[config.mk]
export PLATFORM = sky130hd
export DESIGN_NAME = mux8_rr_arbiter
export DESIGN_NICKNAME = d
export VERILOG_FILES = /design/src/rtl/mux8_arb_pkg.sv /design/src/rtl/mux8_rr_pick.sv /design/src/rtl/mux8_rr_arbiter.sv
export SDC_FILE = /design/constraint.sdc
export NUM_CORES = 1
export LEC_CHECK = 0
export BUFFER_PORTS_ARGS = -buffer_cell sky130_fd_sc_hd__buf_4
export CORE_MARGIN = 2
export CORE_UTILIZATION = 53
export DETAILED_ROUTE_END_ITERATION = 10
export GPL_ROUTABILITY_DRIVEN = 0
export PLACE_DENSITY = 0.81
export SYNTH_ARGS = -nofsm -noshare
export SYNTH_HDL_FRONTEND = slang
export SYNTH_SLANG_ARGS = --single-unit
[constraint.sdc]
create_clock -name clk -period 3.8 [get_ports clk]
set_input_delay 1.14 -clock clk [delete_from_list [all_inputs] [get_ports clk]]
set_output_delay 1.14 -clock clk [all_outputs]
set_load 0.02 [all_outputs]
[src/rtl/mux8_arb_pkg.sv]
// Shared types and constants for the 8-way round-robin arbiter/mux.
package mux8_arb_pkg;
    localparam int N_REQ = 8;
    localparam int SEL_W = 3;

    typedef enum logic [0:0] {
        IDLE  = 1'b0,
        GRANT = 1'b1
    } state_t;
endpackage

[src/rtl/mux8_rr_pick.sv]
// Combinational round-robin picker: first set request bit at or after base, wrapping 7->0.
module mux8_rr_pick
    import mux8_arb_pkg::*;
(
    input  logic [N_REQ-1:0] req,
    input  logic [SEL_W-1:0] base,
    output logic             found,
    output logic [SEL_W-1:0] idx
);
    logic [SEL_W-1:0] cand;

    always_comb begin
        found = 1'b0;
        idx   = '0;
        cand  = '0;
        // The 3-bit sum wraps naturally, giving the rotating scan order.
        for (int k = 0; k < N_REQ; k++) begin
            cand = base + SEL_W'(k);
            if (!found && req[cand]) begin
                found = 1'b1;
                idx   = cand;
            end
        end
    end
endmodule

[src/rtl/mux8_rr_arbiter.sv]
// 8-requester round-robin arbiter with bounded hold and a registered 8:1 data mux.
module mux8_rr_arbiter
    import mux8_arb_pkg::*;
#(
    parameter int DATA_W   = 4,
    parameter int HOLD_MAX = 4
) (
    input  logic                    clk,
    input  logic                    rst,
    input  logic [N_REQ-1:0]        req,
    input  logic [N_REQ*DATA_W-1:0] data_in,
    output logic [N_REQ-1:0]        gnt,
    output logic [SEL_W-1:0]        sel,
    output logic                    out_valid,
    output logic [DATA_W-1:0]       data_out,
    output logic                    busy
);
    state_t            state, state_nxt;
    logic [SEL_W-1:0]  ptr, ptr_nxt;
    logic [3:0]        cnt, cnt_nxt;
    logic [N_REQ-1:0]  gnt_nxt;
    logic [SEL_W-1:0]  sel_nxt;
    logic              out_valid_nxt;
    logic [DATA_W-1:0] data_out_nxt;

    logic              pick_found;
    logic [SEL_W-1:0]  pick_idx;
    logic [DATA_W-1:0] lane [N_REQ];
    logic [DATA_W-1:0] lane_sel;

    for (genvar i = 0; i < N_REQ; i++) begin : g_lane
        assign lane[i] = data_in[i*DATA_W +: DATA_W];
    end

    // Mux select comes from the registered grant index, never the live scan.
    assign lane_sel = lane[sel];
    assign busy     = (state == GRANT);

    mux8_rr_pick u_pick (
        .req   (req),
        .base  (ptr),
        .found (pick_found),
        .idx   (pick_idx)
    );

    always_ff @(posedge clk) begin
        if (rst) begin
            state     <= IDLE;
            ptr       <= '0;
            cnt       <= '0;
            gnt       <= '0;
            sel       <= '0;
            out_valid <= 1'b0;
            data_out  <= '0;
        end else begin
            state     <= state_nxt;
            ptr       <= ptr_nxt;
            cnt       <= cnt_nxt;
            gnt       <= gnt_nxt;
            sel       <= sel_nxt;
            out_valid <= out_valid_nxt;
            data_out  <= data_out_nxt;
        end
    end

    always_comb begin
        state_nxt     = state;
        ptr_nxt       = ptr;
        cnt_nxt       = cnt;
        gnt_nxt       = gnt;
        sel_nxt       = sel;
        out_valid_nxt = 1'b0;
        data_out_nxt  = data_out;
        case (state)
            IDLE: begin
                gnt_nxt = '0;
                if (pick_found) begin
                    state_nxt = GRANT;
                    sel_nxt   = pick_idx;
                    gnt_nxt   = N_REQ'(1) << pick_idx;
                    cnt_nxt   = '0;
                end
            end
            GRANT: begin
                if (req[sel]) begin
                    out_valid_nxt = 1'b1;
                    data_out_nxt  = lane_sel;
                    if (cnt == 4'(HOLD_MAX - 1)) begin
                        state_nxt = IDLE;
                        gnt_nxt   = '0;
                        ptr_nxt   = sel + SEL_W'(1);
                    end else begin
                        cnt_nxt = cnt + 4'd1;
                    end
                end else begin
                    // Requester let go: release and move priority past it.
                    state_nxt = IDLE;
                    gnt_nxt   = '0;
                    ptr_nxt   = sel + SEL_W'(1);
                end
            end
            default: state_nxt = IDLE;
        endcase
    end
endmodule
==> flow_metrics.py, run 1 <==
metrics = {
    "outcome": {
        "status": "finished, final reports clean",
    },
    "timing": {
        "rsz0062_at_grt": "no",
        "finalClockSkew_ps": 3.32,
        "tns_ps": 0,
        "period_minus_slack_ps": 3200,
        "post-route-period-util_pct": 84.1,
        "layout_setup_ws_ps": 602,
        "final_max_slew_viol_count": 0,
        "finalHoldViolCount": 0,
        "slew_headroom_pct": 59.6,
        "worstMarginPinSlew_ps": 605,
        "max_freq_mhz": 313,
        "setup_viol": 0,
    },
    "cts": {
        "post_cts_buffers": 0,
        "root_buffer": "clkbuf_8",
        "cts_resized": 0,
        "clkTransAtPathRegs_ps": 90,
        "cts_sinks": 24,
        "h-tree-depth": 1,
        "clock_latency_ps": 270,
        "cts_buffers": 3,
        "cts_tree": "done",
        "cts_buffer_depth": 2,
        "ctsHoldBuffers": 0,
    },
    "global_route": {
        "grt_remaining_overflow": 0,
        "grt_pass1_wl_mm": 8.76,
        "grt_start_max_net_pins": 20,
        "antenna_found_initial": 0,
        "grt_pass1_vias": 1975,
        "grt.total_usage_pct": 25.5,
    },
    "worst_setup_path": {
        "crit_path_top_delay_cell": "mux4_2",
        "cpPeakStageDelay_ps": 610,
        "cp.arrival_ps": 3380,
        "worstPathCellList": "inv_1, ha_1, mux4_2, mux2i_1, o31ai_1, a311o_1, a21oi_1, o21ai_1, o31ai_1",
        "worstPathRequired_ps": 3980,
        "end_kind": "flop",
        "reg2reg_slack_ps": 600,
        "crit_top_cell": "o31ai_1",
        "crit_family": "compound AO/OA/AOI/OAI gates",
        "crit_buf_inv": 1,
        "cp-start-kind": "flop",
        "worstSetupPathType": "flop to flop",
        "worst-path-max-fanout": 8,
    },
    "synth": {
        "async_reset_ff_share_pct": 0,
        "yosysTopAreaCell": "dfxtp_1",
        "ys_seq_area_share_pct": 22.9,
        "syn_area_per_cell_sq_um": 9.77,
        "synthCells": 215,
        "synth_ff_type": "dfxtp_1",
        "ys_warn_count": 0,
        "netlist_top_cells_area": "dfxtp_1 (23%), mux4_2 (21%), mux2i_1 (6.2%)",
        "synth_cell_type_count": 54,
        "synth_edf_count": 0,
        "syn-cell-area_sq_mm": 0.00210,
        "syn-num-nets": 261,
        "ys_ff_latch": 24,
        "synth_top_area_share_pct": 22.9,
    },
    "floorplan": {
        "core_area_sq_mm": 0.00374,
        "die_y_um": 67.0,
        "dieArea_sq_mm": 0.00448,
        "rows": 22,
        "initial_core_util_pct": 56.1,
        "die_w_um": 67.0,
        "io_pins": 59,
    },
    "place": {
        "dpl_cell_area_sq_mm": 0.00256,
        "portBuffers": 58,
        "dp.cells": 313,
        "place_hpwl_mm": 3.91,
        "pre_cts_ws_ps": 431,
    },
    "detailed_routing": {
        "drcViolationCount": 0,
        "num_vias": 1974,
        "vias_per_cell": 6.23,
        "wire_per_inst_um": 15.9,
        "ant_nets": 0,
        "totalWireLength_mm": 5.05,
        "drt-pass1-iter-count": 4,
        "drtIter0Drc": 115,
    },
    "pwr": {
        "p_per_area_mw_per_mm2": 468,
        "p_seq_share_pct": 25.1,
        "leakagePower_nw": 1.04,
        "power_switching_mw": 0.481,
        "clkPwrFrac_pct": 18.2,
        "swShare_pct": 39.1,
        "ir_drop_v": 0.000268,
        "p_comb_share_pct": 56.7,
        "power.internal_mw": 0.748,
    },
    "job": {
        "max_cap_violations": 0,
    },
    "cells_and_area": {
        "antennaDiodeCount": 0,
        "final_cells": 317,
        "fin_nets": 316,
        "final_area_sq_mm": 0.00263,
        "drive_gt1_share_pct": 39.8,
        "n_fill_cell": 319,
        "synthToLayoutAreaGrowth_pct": 25.2,
    },
    "worst_hold_path": {
        "min_path_type": "flop to flop",
    },
}
==> placed cells by master (no fill, tap or decap), types with 2 or more instances in the layout <==
master / instances
mux2_2: 6
nor2b_1: 2
nand3_1: 5
dfxtp_1: 24
xor2_1: 3
ha_1: 4
a211oi_1: 2
a221oi_1: 2
clkbuf_8: 3
nor2_1: 30
nand2_1: 11
inv_1: 5
o211ai_1: 4
o21ai_0: 5
o31ai_1: 5
or2_2: 2
xnor2_1: 3
or3_4: 2
nor3_1: 6
mux4_2: 20
a21oi_1: 11
nand2b_1: 3
buf_4: 63
and3_1: 2
o21a_1: 2
mux2i_1: 13
a32o_1: 5
==> per-stage QoR <==
step	power (mW)	hold slack, ps	util (%)
6_report	1.23	468	70.3
5_1_grt	1.31	488	70.3
4_1_cts	1.23	472	70.3
3_5_place_dp	1.01	453	68.3
3_3_place_gp	0.992	442	68.3
2_1_floorplan	0.838	505	-
==> synth_stat cells (all sizes together), types with 4 or more instances <==
cell type and n:
o21ai 6, nand3 5, nand2 11, mux4 20, buf 9, nor2 30, mux2 7, mux2i 13
o31ai 6, inv 6, o211ai 4, dfxtp 24, ha 4, clkbuf 4, a32o 5, nor3 6
a21oi 12
==> sequential cells by signal (all words and copies together) (netlist names) <==
signal	flops
busy	1
cnt	4
sel	3
ptr	3
out_valid	1
data_out	4
gnt	8
==> cell families after synthesis <==
logic type / Yosys count / share of synthesized area (%)
XOR/XNOR: 6 / 2.50
flip-flops: 24 / 22.9
multiplexers: 40 / 31.4
adder cells (fa/ha/maj): 4 / 2.38
AO/OA/AOI/OAI: 52 / 19.7
buffers and inverters: 19 / 4.64
AND/OR/NAND/NOR: 70 / 16.6
==> routing by layer <==
metal  track usage (%)  wire [um]  share of wire (%)
met1              31.4       2100                 42
met2              45.0       2510                 50
met3              5.91        376                7.5
met4              5.87         55                1.1
met5                 0          0                  0
==> worst min-delay path: stages, from the launching register on <==
cell and delay, ps:
dfxtp_1 330, nand2_1 50, o31ai_1 50
==> area by class of cell <==
class	count	area [sq um]	area share, %
Clock buffer	3	41.3	1.57
Clock inverter	1	30.0	1.14
Inverter	6	22.5	0.856
Multi-Input combinational cell	172	1520	57.9
Sequential cell	24	480	18.3
Tap cell	48	60.1	2.28
Timing Repair Buffer	63	473	18.0
==> power by group through the flow <==
| stage | Sequential (mW) | Combinational [mW] | Clock (mW) |
|---|---|---|---|
| after floorplan | 0.345 | 0.494 | 0 |
| after global placement | 0.314 | 0.678 | 0 |
| after detailed placement | 0.314 | 0.692 | 0 |
| after CTS | 0.309 | 0.693 | 0.224 |
| after global routing | 0.313 | 0.759 | 0.235 |
| final | 0.309 | 0.697 | 0.224 |
==> final timing paths <==
kind / startpoint / to / cells past startpoint
max: ptr[1] / gnt[7] / 9
min: gnt[4] / gnt[4] / 2
max reg2reg: ptr[1] / gnt[7] / 9
min reg2reg: gnt[4] / gnt[4] / 2
No activity file was read; power rests on OpenSTA's default activity.
==> run 2, diff against run 1 <==
ABC_AREA = 1   (was unset)
clock period = 3.13 ns   (was 3.8 ns; I/O delays follow)
==> run 2 against run 1 <==
Largest cell class unchanged. Wire length is 8.9% higher. Non-clock buffer count grew 1. Fmax rose by 27%. Design area is 0.19% lower. Via count up 19%. Synthesized cell count is 52% higher. Register-to-register slack better by 20 ps.
==> flow_metrics.py, run 2 <==
metrics = {
    "worst_setup_path": {
        "worstPathRequired_ps": 3330,
        "worst-path-max-fanout": 7,
        "cp-start-kind": "flop",
        "crit_top_cell": "nand2_1",
        "worstPathCellList": "inv_4, ha_1, inv_2, nand3_2, nand2_1, nand2_1, nand2_2, nand3_2, nor2_4, nand4_1, nand3_1, nand2_1, nand2_1, nand2_1, nor2_1, nor2_1, nor2_1",
        "crit_buf_inv": 2,
        "end_kind": "flop",
        "worstSetupPathType": "flop to flop",
        "cp.arrival_ps": 2710,
        "crit_family": "simple AND/OR/NAND/NOR gates",
        "crit_path_top_delay_cell": "dfxtp_1",
        "cpPeakStageDelay_ps": 440,
    },
    "cells_and_area": {
        "finish.utilization_pct": 70.1,
        "layout_common_cells": "nand2_1 (67), buf_4 (64), nor2_1 (44)",
        "fin_nets": 430,
        "final_area_sq_mm": 0.00263,
        "regMostFlops": "gnt",
        "antennaDiodeCount": 0,
        "drive_gt1_share_pct": 31.2,
        "multi_input_area_sq_mm": 0.00146,
        "n_fill_cell": 371,
        "final_cells": 430,
        "regArea_sq_um": 480,
        "layout_commonest_cell": "nand2_1",
        "largestRegisters": "gnt: 8 flops, cnt: 4 flops, data_out: 4 flops",
        "largest_reg_flops": 8,
        "synthToLayoutAreaGrowth_pct": 24.4,
    },
    "pwr": {
        "p_per_area_mw_per_mm2": 886,
        "leakagePower_nw": 1.24,
        "ir_drop_v": 0.000491,
        "fin_total_pwr_mw": 2.33,
    },
    "cts": {
        "h-tree-depth": 1,
        "ctsHoldBuffers": 0,
        "root_buffer": "clkbuf_8",
        "cts_buffers": 3,
        "clock_latency_ps": 260,
        "cts_buffer_depth": 2,
        "clkTransAtPathRegs_ps": 80,
        "cts_tree": "done",
        "post_cts_buffers": 0,
        "cts_resized": 0,
        "cts_sinks": 24,
    },
    "detailed_routing": {
        "wire_per_inst_um": 12.8,
        "totalWireLength_mm": 5.50,
        "num_vias": 2346,
        "drt-pass1-iter-count": 5,
        "ant_nets": 0,
        "drtIter0Drc": 135,
        "drcViolationCount": 0,
        "vias_per_cell": 5.46,
    },
    "timing": {
        "worstMarginPinSlew_ps": 416,
        "tns_ps": 0,
        "final_max_slew_viol_count": 0,
        "period_minus_slack_ps": 2510,
        "finalClockSkew_ps": 6.36,
        "finalHoldViolCount": 0,
        "setup_viol": 0,
        "max_freq_mhz": 398,
        "post-route-period-util_pct": 80.2,
        "slew_headroom_pct": 72.2,
        "rsz0062_at_grt": "no",
    },
    "global_route": {
        "grt_pass1_wl_mm": 9.28,
        "grt_pass1_vias": 2228,
        "grt.total_usage_pct": 26.2,
        "grt_start_max_net_pins": 23,
        "antenna_found_initial": 0,
        "grt_remaining_overflow": 0,
    },
    "synth": {
        "synth_commonest_cells": "nand2_1 (67), nor2_1 (44), nand3_1 (36)",
        "synth.most_common_cell": "nand2_1",
        "ys_warn_count": 0,
        "syn-cell-area_sq_mm": 0.00211,
        "synth_top_area_share_pct": 22.8,
        "synth_edf_count": 0,
        "async_reset_ff_share_pct": 0,
        "synth_cell_type_count": 40,
        "yosysTopAreaCell": "dfxtp_1",
        "ys_ff_latch": 24,
        "syn_area_per_cell_sq_um": 6.45,
        "synthCells": 327,
        "syn-num-nets": 373,
        "ys_seq_area_share_pct": 22.8,
        "netlist_top_cells_area": "dfxtp_1 (23%), nand2_1 (12%), nand3_1 (8.5%)",
        "synth_ff_type": "dfxtp_1",
    },
    "floorplan": {
        "rows": 22,
        "dieArea_sq_mm": 0.00450,
        "die_w_um": 67.1,
        "core_area_sq_mm": 0.00374,
        "io_pins": 59,
        "initial_core_util_pct": 56.4,
        "die_y_um": 67.1,
    },
    "place": {
        "dp.cells": 427,
        "place_hpwl_mm": 4.32,
        "portBuffers": 58,
        "dpl_cell_area_sq_mm": 0.00258,
    },
    "worst_hold_path": {
        "min_path_type": "flop to flop",
    },
    "outcome": {
        "status": "finished, final reports clean",
    },
    "job": {
        "max_cap_violations": 0,
    },
}
## run 2: path summary, 6_finish.rpt
path | start | endpoint | slack [ps] | cells after the start
setup / recovery | ptr[0] | gnt[6] | 620 | 17
hold / removal | gnt[0] | gnt[0] | 470 | 2
hold reg to reg | gnt[0] | gnt[0] | 470 | 2
setup reg to reg | ptr[0] | gnt[6] | 620 | 17
## run 2: logic make-up (layout without fill, tap and decap cells)
kind of cell | after synthesis | in the layout | share of synthesized area, %
buffers and inverters | 40 | 95 | 8.30
DFF | 24 | 24 | 22.8
and+or+nand+nor | 193 | 193 | 47.1
muxes | 1 | 1 | 0.474
adders and majority gates | 4 | 4 | 2.37
xor gates and xnor gates | 5 | 5 | 2.79
AOI/OAI and AO/OA | 60 | 60 | 16.2
## run 2: area by class of cell
cell class | count | share of cell area, %
tap | 48 | 2.29
sequential | 24 | 18.3
multi-input combinational | 263 | 55.4
inverter | 28 | 4.10
clock buffer | 3 | 1.57
timing repair buffer | 64 | 18.3
## run 2: per-stage QoR
stage                     hold WS, ps  setup WS, ps
after floorplan                   446           748
after global placement            463           476
after detailed placement          458           443
after CTS                         477           655
after global routing              505           403
final                             472           620
## run 2: metal layers
layer	GRT usage (%)	up-vias	wire [um]
li1	-	1207	-
met1	30.1	1066	2380
met2	48.8	51	2790
met3	3.38	22	150
met4	9.69	0	180
met5	0	-	0
## run 2: report_power, final
group	internal (mW)	switching [mW]	total [mW]	leakage, nW
clock network	0.0859	0.0875	0.173	0.0216
registers	0.379	0.0787	0.458	0.196
logic	0.589	1.11	1.69	1.02
total	1.05	1.27	2.33	1.24
## run 2: worst register-to-register path: cells and delay by family, from the launching register on
kind	cells	cell delay [ps]
AND/OR/NAND/NOR	14	1450
flip-flops	1	440
adder cells (fa/ha/maj)	1	340
buffers and inverters	2	210
